### src/rtl/csr_pkg.sv
// Shared definitions for the machine-mode CSR file and its trap sequencer.
package csr_pkg;

  localparam logic [11:0] CSR_MSTATUS = 12'h4E0;
  localparam logic [11:0] CSR_MIE     = 12'h4E1;
  localparam logic [11:0] CSR_MIP     = 12'h4E2;
  localparam logic [11:0] CSR_MEPC    = 12'h4E3;

  localparam int unsigned MSTATUS_MIE    = 3;
  localparam int unsigned MSTATUS_MPIE   = 7;
  localparam int unsigned MSTATUS_MPP_LO = 11;
  localparam int unsigned MSTATUS_MPP_HI = 12;
  localparam int unsigned MIE_MEIE       = 11;
  localparam int unsigned MIP_MEIP       = 11;

  typedef enum logic [2:0] {
    IDLE,
    T_MEPC,
    T_MSTAT,
    T_MIP,
    R_MSTAT,
    REDIR
  } trap_state_e;

endpackage

### src/rtl/irq_sync.sv
// Two-flop synchroniser bringing the external interrupt line into the core clock domain.
module irq_sync (
  input  logic clk,
  input  logic rst,
  input  logic d,
  output logic q
);

  logic [1:0] sync_q;

  always_ff @(posedge clk) begin
    if (rst) begin
      sync_q <= 2'b00;
    end else begin
      sync_q <= {sync_q[0], d};
    end
  end

  assign q = sync_q[1];

endmodule

### src/rtl/csr_trap_ctrl.sv
// Machine-mode trap sequencer: serialises mepc/mstatus/mip updates for interrupts and MRET
// onto the CSR file's single write port, stalls the pipeline and issues the PC redirect.
module csr_trap_ctrl
  import csr_pkg::*;
#(
  parameter int unsigned     XLEN       = 32,
  parameter logic [XLEN-1:0] MTVEC_ADDR = 'h0000_0100
) (
  input  logic            clk,
  input  logic            rst,
  input  logic            interrupt,
  input  logic            inst_valid,
  input  logic [XLEN-1:0] pc,
  input  logic            is_mret,
  input  logic [XLEN-1:0] mstatus,
  input  logic [XLEN-1:0] mie,
  input  logic [XLEN-1:0] mip,
  input  logic [XLEN-1:0] mepc,
  output logic            csr_wr,
  output logic [11:0]     csr_waddr,
  output logic [XLEN-1:0] csr_wdata,
  output logic            stall,
  output logic            redirect,
  output logic [XLEN-1:0] redirect_pc
);

  trap_state_e     state_q;
  logic            irq_s;
  logic            irq_pend_q;
  logic            ret_path_q;
  logic [XLEN-1:0] tgt_q;
  logic [XLEN-1:0] mstat_q;
  logic [XLEN-1:0] mip_q;
  logic            idle;
  logic            take_trap;
  logic            take_ret;
  logic            unused_mie;

  function automatic logic [XLEN-1:0] trap_mstatus(input logic [XLEN-1:0] s);
    logic [XLEN-1:0] r;
    r = s;
    r[MSTATUS_MPIE] = s[MSTATUS_MIE];
    r[MSTATUS_MIE]  = 1'b0;
    r[MSTATUS_MPP_HI:MSTATUS_MPP_LO] = 2'b11;
    return r;
  endfunction

  function automatic logic [XLEN-1:0] ret_mstatus(input logic [XLEN-1:0] s);
    logic [XLEN-1:0] r;
    r = s;
    r[MSTATUS_MIE]  = s[MSTATUS_MPIE];
    r[MSTATUS_MPIE] = 1'b1;
    r[MSTATUS_MPP_HI:MSTATUS_MPP_LO] = 2'b11;
    return r;
  endfunction

  irq_sync u_irq_sync (
    .clk (clk),
    .rst (rst),
    .d   (interrupt),
    .q   (irq_s)
  );

  assign unused_mie = ^{mie[XLEN-1:MIE_MEIE+1], mie[MIE_MEIE-1:0]};

  // Accept is blocked while rst is high so a reset cycle never starts a sequence.
  assign idle      = (state_q == IDLE);
  assign take_trap = !rst && idle && inst_valid && irq_pend_q &&
                     mstatus[MSTATUS_MIE] && mie[MIE_MEIE];
  assign take_ret  = !rst && idle && inst_valid && is_mret && !take_trap;
  assign stall     = !idle || take_trap || take_ret;

  always_ff @(posedge clk) begin
    if (rst) begin
      state_q     <= IDLE;
      irq_pend_q  <= 1'b0;
      ret_path_q  <= 1'b0;
      tgt_q       <= '0;
      mstat_q     <= '0;
      mip_q       <= '0;
      csr_wr      <= 1'b0;
      csr_waddr   <= '0;
      csr_wdata   <= '0;
      redirect    <= 1'b0;
      redirect_pc <= '0;
    end else begin
      csr_wr      <= 1'b0;
      csr_waddr   <= '0;
      csr_wdata   <= '0;
      redirect    <= 1'b0;
      redirect_pc <= '0;

      if (take_trap) begin
        irq_pend_q <= 1'b0;
      end else if (irq_s) begin
        irq_pend_q <= 1'b1;
      end

      // Outputs are loaded on entry to each state so they are valid throughout it.
      unique case (state_q)
        IDLE: begin
          if (take_trap) begin
            state_q    <= T_MEPC;
            ret_path_q <= 1'b0;
            tgt_q      <= pc;
            mstat_q    <= mstatus;
            mip_q      <= mip;
            csr_wr     <= 1'b1;
            csr_waddr  <= CSR_MEPC;
            csr_wdata  <= pc;
          end else if (take_ret) begin
            state_q    <= R_MSTAT;
            ret_path_q <= 1'b1;
            tgt_q      <= mepc;
            mstat_q    <= mstatus;
            mip_q      <= mip;
            csr_wr     <= 1'b1;
            csr_waddr  <= CSR_MSTATUS;
            csr_wdata  <= ret_mstatus(mstatus);
          end
        end
        T_MEPC: begin
          state_q   <= T_MSTAT;
          csr_wr    <= 1'b1;
          csr_waddr <= CSR_MSTATUS;
          csr_wdata <= trap_mstatus(mstat_q);
        end
        T_MSTAT: begin
          state_q   <= T_MIP;
          csr_wr    <= 1'b1;
          csr_waddr <= CSR_MIP;
          csr_wdata <= mip_q | (XLEN'(1) << MIP_MEIP);
        end
        T_MIP, R_MSTAT: begin
          state_q     <= REDIR;
          redirect    <= 1'b1;
          redirect_pc <= ret_path_q ? tgt_q : MTVEC_ADDR;
        end
        REDIR: begin
          state_q <= IDLE;
        end
        default: begin
          state_q <= IDLE;
        end
      endcase
    end
  end

endmodule

### config.mk
export PLATFORM = sky130hd
export DESIGN_NAME = csr_trap_ctrl
export DESIGN_NICKNAME = d
export VERILOG_FILES = /design/src/rtl/csr_pkg.sv /design/src/rtl/irq_sync.sv /design/src/rtl/csr_trap_ctrl.sv
export SDC_FILE = /design/constraint.sdc
export NUM_CORES = 1
export LEC_CHECK = 0
export ABC_AREA = 1
export CAP_MARGIN = 25
export CORE_MARGIN = 1.5
export CORE_UTILIZATION = 35
export CTS_BUF_LIST = sky130_fd_sc_hd__clkbuf_8
export CTS_CLUSTER_SIZE = 25
export DETAILED_ROUTE_END_ITERATION = 6
export GPL_TIMING_DRIVEN = 0
export PLACE_DENSITY = 0.78
export SLEW_MARGIN = 10
export SYNTH_ARGS = -nofsm -noshare
export SYNTH_HDL_FRONTEND = slang
export SYNTH_SLANG_ARGS = --single-unit
### constraint.sdc
create_clock -name clk -period 1.4 [get_ports clk]
set_input_delay 0.28 -clock clk [delete_from_list [all_inputs] [get_ports clk]]
set_output_delay 0.28 -clock clk [all_outputs]
set_load 0.02 [all_outputs]
Yosys cells after proc, flatten, opt, wreduce, memory -nomap -nowiden
Index checks and enable logic that the tools add are counted.

storage, ports and cells
  logic and storage cells = 62
  output and inout bits = 79
  flip-flop bits (word level) = 181
  input bits = 165

operators by class
  muxes and demuxes = 22
  equality and inequality tests = 5
  reductions and logical operators = 20
  bitwise operators = 2

operators with widths
  operator              count
  $mux W32              8
  $pmux W32 S3          1
  $pmux W11 S3          1
  $mux W11              2
  $pmux W3 S4           1
  $mux W9               1
  $reduce_or A2 Y1      4
  $logic_and A1 B1 Y1   7
  $eq A3 B2 Y1 const B  2
  $mux W3               2
  $mux W1               5
  $eq A3 B1 Y1 const B  1
  $eq A3 B3 Y1 const B  1
  $logic_not A1 Y1      3
  $logic_not A3 Y1      1
  $ne A3 B1 Y1 const B  1
  $reduce_or A3 Y1      1
  $logic_or A1 B1 Y1    2
  $not A1 Y1            2
  $pmux W1 S2           1
  $reduce_and A2 Y1     1
  $reduce_bool A2 Y1    1

Longest topological paths before layout
  word-level depth = 11
  gate-level depth with buffers = 10
  gate-level depth less buffers = 9

By module
From an unflattened synthesis, not the netlist that was laid out.

second synthesis, totals
  cell total of the unflattened synthesis = 1040
  area total of the unflattened synthesis = 7108.1 um^2

modules (own cells, without submodules)
  module         sequential area each (um^2)  area each (um^2)  cells an instance  times used
  csr_trap_ctrl  3303.2                       7053.0            1034               1
  irq_sync       40.0                         55.1              6                  1

Worst setup path after synthesis
No wires, ideal clock.

  path kind = reg-to-output
  start point = register state_q[1]
  end point = output port stall
  stages on the path, launching flop included = 5
  arrival = 1165 ps
  data required time = 1120 ps
  path slack = -45 ps
  buffers on the path = 1
  path through = dfxtp_1 inv_1 nand4_2 clkbuf_1 nand3_1

on the way
  cells in the longest elaborated chain, start to end = 9
  elaborated cells between the ends (all ways) = 12
  classes of those cells = reduce/logical (12)

ends and longest elaborated chain
  what                               RTL line                                  source
  from (decl)                        csr_trap_ctrl.sv:27                       trap_state_e state_q;
  from (signal assigned)             csr_trap_ctrl.sv:75                       state_q <= IDLE;
  from (signal assigned)             csr_trap_ctrl.sv:103                      state_q <= T_MEPC;
  from (signal assigned)             csr_trap_ctrl.sv:112                      state_q <= R_MSTAT;
  $logic_not A3 Y1 (*)               csr_trap_ctrl.sv:67                       assign idle = (state_q == IDLE);
  $logic_and A1 B1 Y1 (2 in series)  csr_trap_ctrl.sv:68, csr_trap_ctrl.sv:70
  $logic_and A1 B1 Y1 (2 in series)  csr_trap_ctrl.sv:68                       assign take_trap = !rst && idle && inst_valid && irq_pend_q &&
  $logic_and A1 B1 Y1                csr_trap_ctrl.sv:69                       mstatus[MSTATUS_MIE] && mie[MIE_MEIE];
  $logic_not A1 Y1                   csr_trap_ctrl.sv:70                       assign take_ret = !rst && idle && inst_valid && is_mret && !take_trap;
  $logic_and A1 B1 Y1                csr_trap_ctrl.sv:70
  $logic_or A1 B1 Y1 (*)             csr_trap_ctrl.sv:71                       assign stall = !idle || take_trap || take_ret;
  to (decl)                          csr_trap_ctrl.sv:22                       output logic stall,

Mark *: on every way between the ends. The rest lies on a longest branch, timed or not.

Final worst setup path
  start point = input port rst
  end point = output port stall

on the way
  cells in the longest elaborated chain, start to end = 9
  elaborated cells between the ends (all ways) = 11
  classes of those cells = reduce/logical (11)

ends and longest elaborated chain
  what                                   RTL line                                  source
  from (decl)                            csr_trap_ctrl.sv:10                       input logic rst,
  $logic_not A1 Y1 (*)                   csr_trap_ctrl.sv:68, csr_trap_ctrl.sv:70
  $logic_and A1 B1 Y1 (*) (2 in series)  csr_trap_ctrl.sv:68, csr_trap_ctrl.sv:70
  $logic_and A1 B1 Y1 (2 in series)      csr_trap_ctrl.sv:68
  $logic_and A1 B1 Y1                    csr_trap_ctrl.sv:69
  $logic_not A1 Y1                       csr_trap_ctrl.sv:70
  $logic_and A1 B1 Y1                    csr_trap_ctrl.sv:70
  $logic_or A1 B1 Y1 (*)                 csr_trap_ctrl.sv:71

Marks and branches as above.

==> summary.txt <==
Route
  – Vias per Instance: 5.19
  – Final ANT Viol Nets: 0
  – DRT Pass-1 Iters: 7
  – Routed wire length: 28500 um
  – DR WL/cell: between 15 and 20 um
  – Initial DRC Count: around 800
  – Via count: 8062
  – Residual DRC: 6

CTS
  – CTS tree: built
  – Depth of the CTS H-tree: 4
  – Sink Count: 167
  – Worst-path clk slew: approximately 80 ps
  – Hold Buf Count CTS: 0
  – Maximum buffer depth of the clock tree: 2
  – Clock latency on the worst-skew pair: about 480 ps
  – CTS Buf Count: 17
  – CTS root buf: clkbuf_8

STA
  – Fmax: 534 MHz
  – Setup Viol. Count Final: 157
  – Slew Limit Fails: 0
  – Fin crit share: 1.34
  – Final setup margin: -473 ps
  – Worst-margin pin slew: 582 ps
  – Fin crit period: 1870 ps
  – Clock Skew: 10.6 ps
  – WHS: approximately 350 ps
  – Final hold viol count: 0
  – Relative slew slack: 0.612
  – RSZ-0062 raised after global routing: yes

Synth
  – Top-area cell type share of the netlist area: 0.481
  – Number of flops mapped to enable cells by yosys: 0
  – Asr flop ratio synth: 0
  – Synthesized area per cell: 7.13 um2
  – Most common cell in the synthesized netlist: dfxtp_1
  – Main combinational cell family by area after synthesis: simple AND/OR/NAND/NOR gates
  – Post-synthesis xor/xnor area fraction: 0
  – Synth Register Bits: 167
  – Commonest cells post-synth: dfxtp_1, nor2_1, nand2_1
  – Top cells by area, synth: dfxtp_1, nand3_1, nor2_1, nand2_1, inv_1
  – Syn Inst Count: 974
  – Ys flop type: dfxtp_1
  – Post-synthesis mux area share: 0
  – Post-synthesis cell area: between 0.006 and 0.007 mm2
  – Synth Area in Adders: 0
  – Post-synthesis sequential area ratio: 0.481
  – Compound-Gate Fraction of Synth Area: 0.0508
  – Synth unique cells: 22
  – Post-synth top area cell: dfxtp_1
  – Warnings from Yosys: 0
  – Simple-gate share of the synthesized area: 0.332

Critical path
  – Critical path's slowest cell: clkdlybuf4s15_1
  – Crit path capture type: output pin
  – Worst EP arrival: 1590 ps
  – Critical Path RT: 1120 ps
  – Setup CP Type: input pin to output pin
  – CP top delay family: buffers and inverters
  – Critical path fanouts, max: 9
  – Critical path buffers and inverters: 4
  – Crit-path max cell delay: 410 ps
  – Startpoint Class: input pin
  – CP Cell Sequence: clkdlybuf4s15_1 -> inv_4 -> nand2_2 -> nor2_4 -> nand2_4 -> buf_8 -> nand3_4 -> buf_6

Place
  – Dpl cells: 1446
  – Hpwl dp: 17500 um
  – RePlAce Congestion: about 0.95
  – Buffers on Ports: 202

Global route
  – Number of global-route vias before repair: between 7000 and 8000
  – Pin count of the biggest net entering global routing: 17
  – Global-route usage over all layers: 0.257
  – Initial antenna violation count: 2
  – Gr ovfl total: 0
  – First-pass GRT wire length: 40300 um

Cells and area
  – Nets: around 1400
  – Synthesis-to-finish area growth: 70.4%
  – Finished Layout Cells: 1552
  – Layout cells sized above 1: 0.281
  – Fillers: 1459

Die
  – # rows: 51
  – Ports: 244
  – Chip height: 144 um
  – Area of the die: 0.0207 mm2
  – Die X: between 100 and 150 um
  – Initial Util: 0.357
  – Area of the core: 0.0195 mm2

Power and ir drop
  – Pwr/cell area: 1240 mW/mm2
  – Clk network pwr share: 0.272
  – Internal Dissipation: 10.0 mW
  – Reg power frac: 0.381
  – Sw frac: 0.316
  – Pleak: 5.51 nW
  – Net Sw Power: roughly 4.6 mW
  – Comb pwr share: 0.347
  – Worst vdd rail ir drop: approximately 0.00077 V

Run
  – Maxcap violations: 0

Outcome
  – Failing checks: design-rule violations, negative setup slack
  – Run status: finished with violations

Hold path
  – Type of the most critical hold path: input pin to register
## area by class of cell
cell class	count	area (um2)	area share
clock inverter	10	178	0.0150
tap	265	332	0.0280
timing repair inverter	1	16.3	0.00137
antenna	4	10.0	0.000846
multi-input combinational	598	3500	0.296
timing repair buffer	275	2970	0.251
sequential	167	3360	0.284
inverter	139	543	0.0459
buffer	73	646	0.0546
clock buffer	20	275	0.0233
## routing by layer
| layer | share of wire | GRT usage | vias up |
|---|---|---|---|
| li1 | - | - | 3673 |
| met3 | 0.075 | 0.0570 | 149 |
| met1 | 0.37 | 0.292 | 3743 |
| met4 | 0.073 | 0.173 | 0 |
| met5 | 0 | 0 | - |
| met2 | 0.49 | 0.430 | 497 |
## through the flow
stage               TNS, ps  setup slack [ps]  cell area (um2)  power, mW  utilization
CTS                  -31410              -418            11300       13.9        0.582
finish               -43870              -473            11800       14.6        0.608
global placement    -124700             -1340             9320       8.58        0.479
floorplan                 0              33.8             6970       7.36            -
detailed placement  -125900             -1340             9320       8.65        0.479
global route         -51830              -496            11800       15.1        0.608
## worst reg2reg max path, cell delays in order (launching register included)
cell	delay, ps
dfxtp_4	370
nor2_4	130
nand2_2	100
nor2_4	120
nand2_4	70
buf_4	140
buf_12	140
nand2_8	150
inv_12	80
buf_12	130
buf_16	130
nor2_4	70
nor2_1	50
## logic make-up after synthesis
family          Yosys count
flops                   167
other cells               1
simple gates            521
compound gates           70
buf+inv                 215
## cell usage in the layout, fill, tap and decap left out, drive strengths merged
cell type,instances
diode,4
clkdlybuf4s50,128
nand3,127
nor2,168
o21ai,65
a211oi,1
inv,141
nand2,166
bufbuf,5
bufinv,5
conb,6
clkinvlp,3
buf,124
clkdlybuf4s15,38
a21oi,4
dfxtp,167
nand4,61
clkinv,1
clkbuf,73
## power groups by stage
stage / Clock (mW) / Sequential, mW / Combinational [mW]
CTS: 3.97 / 5.52 / 4.43
detailed placement: 0 / 5.60 / 3.05
global route: 4.17 / 5.61 / 5.35
global placement: 0 / 5.58 / 3.00
floorplan: 0 / 5.68 / 1.67
finish: 3.98 / 5.57 / 5.08
## final timing paths
check,startpoint,endpoint,slack (ps),depth (start not counted)
setup / recovery,rst,stall,-470,8
hold reg to reg,u_irq_sync.sync_q[0],u_irq_sync.sync_q[1],430,2
setup reg to reg,state_q[2],mip_q[13],-400,12
hold / removal,interrupt,u_irq_sync.sync_q[0],350,3
## registers in the layout (all words and copies together) (netlist names)
signal,flops
csr_wdata,32
mstat_q,29
tgt_q,32
csr_waddr,3
mip_q,31
u_irq_sync.sync_q,2
ret_path_q,1
irq_pend_q,1
redirect,1
redirect_pc,32
state_q,3
## what timing repair did
| item | CTS | global route |
|---|---|---|
| setup buffers | 37 | 19 |
| cloned | 24 | 3 |
| gates resized for setup | 413 | 195 |
| endpoints found under the setup margin | 233 | 217 |
| pin swaps | 51 | 55 |
(Power assumes the default switching activity.)
==> RTL edit (same settings) <==
The 6 states of `trap_state_e` get a one-hot encoding in 6 bits.
--- a/src/rtl/csr_pkg.sv
+++ b/src/rtl/csr_pkg.sv
@@ -13,13 +13,13 @@
   localparam int unsigned MIE_MEIE       = 11;
   localparam int unsigned MIP_MEIP       = 11;
 
-  typedef enum logic [2:0] {
-    IDLE,
-    T_MEPC,
-    T_MSTAT,
-    T_MIP,
-    R_MSTAT,
-    REDIR
+  typedef enum logic [5:0] {
+    IDLE    = 6'b000001,
+    T_MEPC  = 6'b000010,
+    T_MSTAT = 6'b000100,
+    T_MIP   = 6'b001000,
+    R_MSTAT = 6'b010000,
+    REDIR   = 6'b100000
   } trap_state_e;
 
 endpackage
Check against the original RTL: same outputs for any inputs over 4 cycles, from zero or initial values and one cycle with rst high; so few cycles prove little.
==> RTL edit against the original RTL <==
- the run still ends with design-rule violations, negative setup slack left
- sequential cell count grew 3
- non-clock buffer count is 7 higher
- maximum frequency down 9.4%
- cell area rose by 4.9%
- global-route usage fell by 1.9 points
- worst setup slack worse by 190 ps
- first-iteration DRC count rose by 26%
- critical path depth unchanged
- register-to-register slack got worse by 190 ps
- clock skew increased by 0.85 ps
- synthesized area is 2.2% higher
- routed wire length up 11%
Power is not compared: it rests on default switching activity, and its combinational part moved more than twofold at a synthesized area within 25%.
==> RTL edit: results (changes against the original RTL) <==
status: "complete, but fails checks"  # unchanged
violations: "design-rule violations, negative setup slack"  # unchanged
fill_cells: 1456  # was 1459
gp_congestion: 0.909  # was 0.949
synth_area_leaders: "dfxtp_1, nor2_1, nand2_1"  # was dfxtp_1, nand3_1, nor2_1
grt_pass1_wl_um: 39100  # was 40300 um
setup_violations: 172  # was 157
antenna_found_initial: 1  # was 2
synth_compound_area_frac: 0.0700  # was 0.0508
path_clk_slew_ps: 100  # was 80 ps
wl_met3_um: 2850  # was 2150 um
setup_slack_ps: -667  # was -473 ps
routed-wl-met2_um: 15100  # was 13900 um
finClkSkew_ps: 11.4  # was 10.6 ps
synthTopCellsByCount: "nor2_1, dfxtp_1, nand2_1"  # was dfxtp_1, nor2_1, nand2_1
drt_iter0_markers: 1036  # was 824
routedLengthMet1_um: 10900  # was 10400 um
ys_types: 25  # was 22
finalNonFillerCells: 1590  # was 1552
route.detailed.drc: 16  # was 6
slew_headroom: 0.444  # was 0.612
grt_usage: 0.238  # was 0.257
vias_per_cell: 5.36  # was 5.19
io_buffers: 201  # was 202
dp_cells: 1481  # was 1446
wl_um: 31600  # was 28500 um
grt_pass1_vias: 7393  # was 7632
==> RTL edit: changes by cell type in the layout (fill, tap and decap cells not counted), sizes merged, moves of 5 or more <==
cell and change:
o21ai +26, dlymetal6s2s +20, nor2 +62, nand3 -56, clkbuf -12, clkdlybuf4s15 +5
==> RTL edit: final timing paths <==
path,end,startpoint,slack (ps),depth (start not counted)
min reg2reg,redirect_pc[23],tgt_q[23],430,2
min,state_q[2],rst,180,2
max,stall,state_q[0],-670,8
max reg2reg,mstat_q[25],state_q[0],-590,12
==> RTL edit: worst max-delay path, cell delays in order (launching register included) <==
cell,delay [ps]
dfxtp_2,360
inv_2,50
nor2_2,100
nand3_2,120
buf_4,160
buf_4,140
nor2_2,150
nand2_2,90
buf_6,140
==> RTL edit: metal layers <==
metal  up-vias  GRT usage
met3       247     0.0636
met4         0      0.164
met5         -          0
met1      3899      0.265
met2       626      0.397
li1       3750          -
==> RTL edit: area by class of cell <==
cell class,count,area (um2),share of cell area
Antenna cell,1,2.50,0.000202
Clock inverter,13,120,0.00967
Buffer,78,800,0.0644
Sequential cell,170,3420,0.275
Inverter,135,529,0.0426
Multi-Input combinational cell,632,3830,0.309
Clock buffer,19,262,0.0211
Timing Repair Buffer,277,3120,0.252
Tap cell,265,332,0.0267
==> RTL edit: cells by family after synthesis <==
logic type / count (synthesis)
simple gates: 530
buf+inv: 213
flops: 170
other cells: 1
compound gates: 96
==> RTL edit: per-stage QoR <==
| step | power (uW) | utilization | TNS (ps) |
|---|---|---|---|
| after global placement | 6500 | 0.482 | -108280 |
| after detailed placement | 6530 | 0.482 | -108640 |
| after global routing | 11000 | 0.632 | -67010 |
| final | 10700 | 0.632 | -58530 |
| after CTS | 10100 | 0.569 | -38700 |
| after floorplan | 5900 | - | -96.7 |
==> RTL edit: power breakdown <==
| part | total [uW] | switching (uW) | internal (uW) |
|---|---|---|---|
| logic | 2090 | 1070 | 1020 |
| clock network | 3450 | 1940 | 1500 |
| registers | 5120 | 96.8 | 5020 |
==> RTL edit: timing repair <==
item                                    4_1_cts  5_1_grt
pin swaps                                    25       53
endpoints found under the setup margin      235      208
setup buffers                                39       18
resized for setup                           378      311
gates cloned                                 18        8
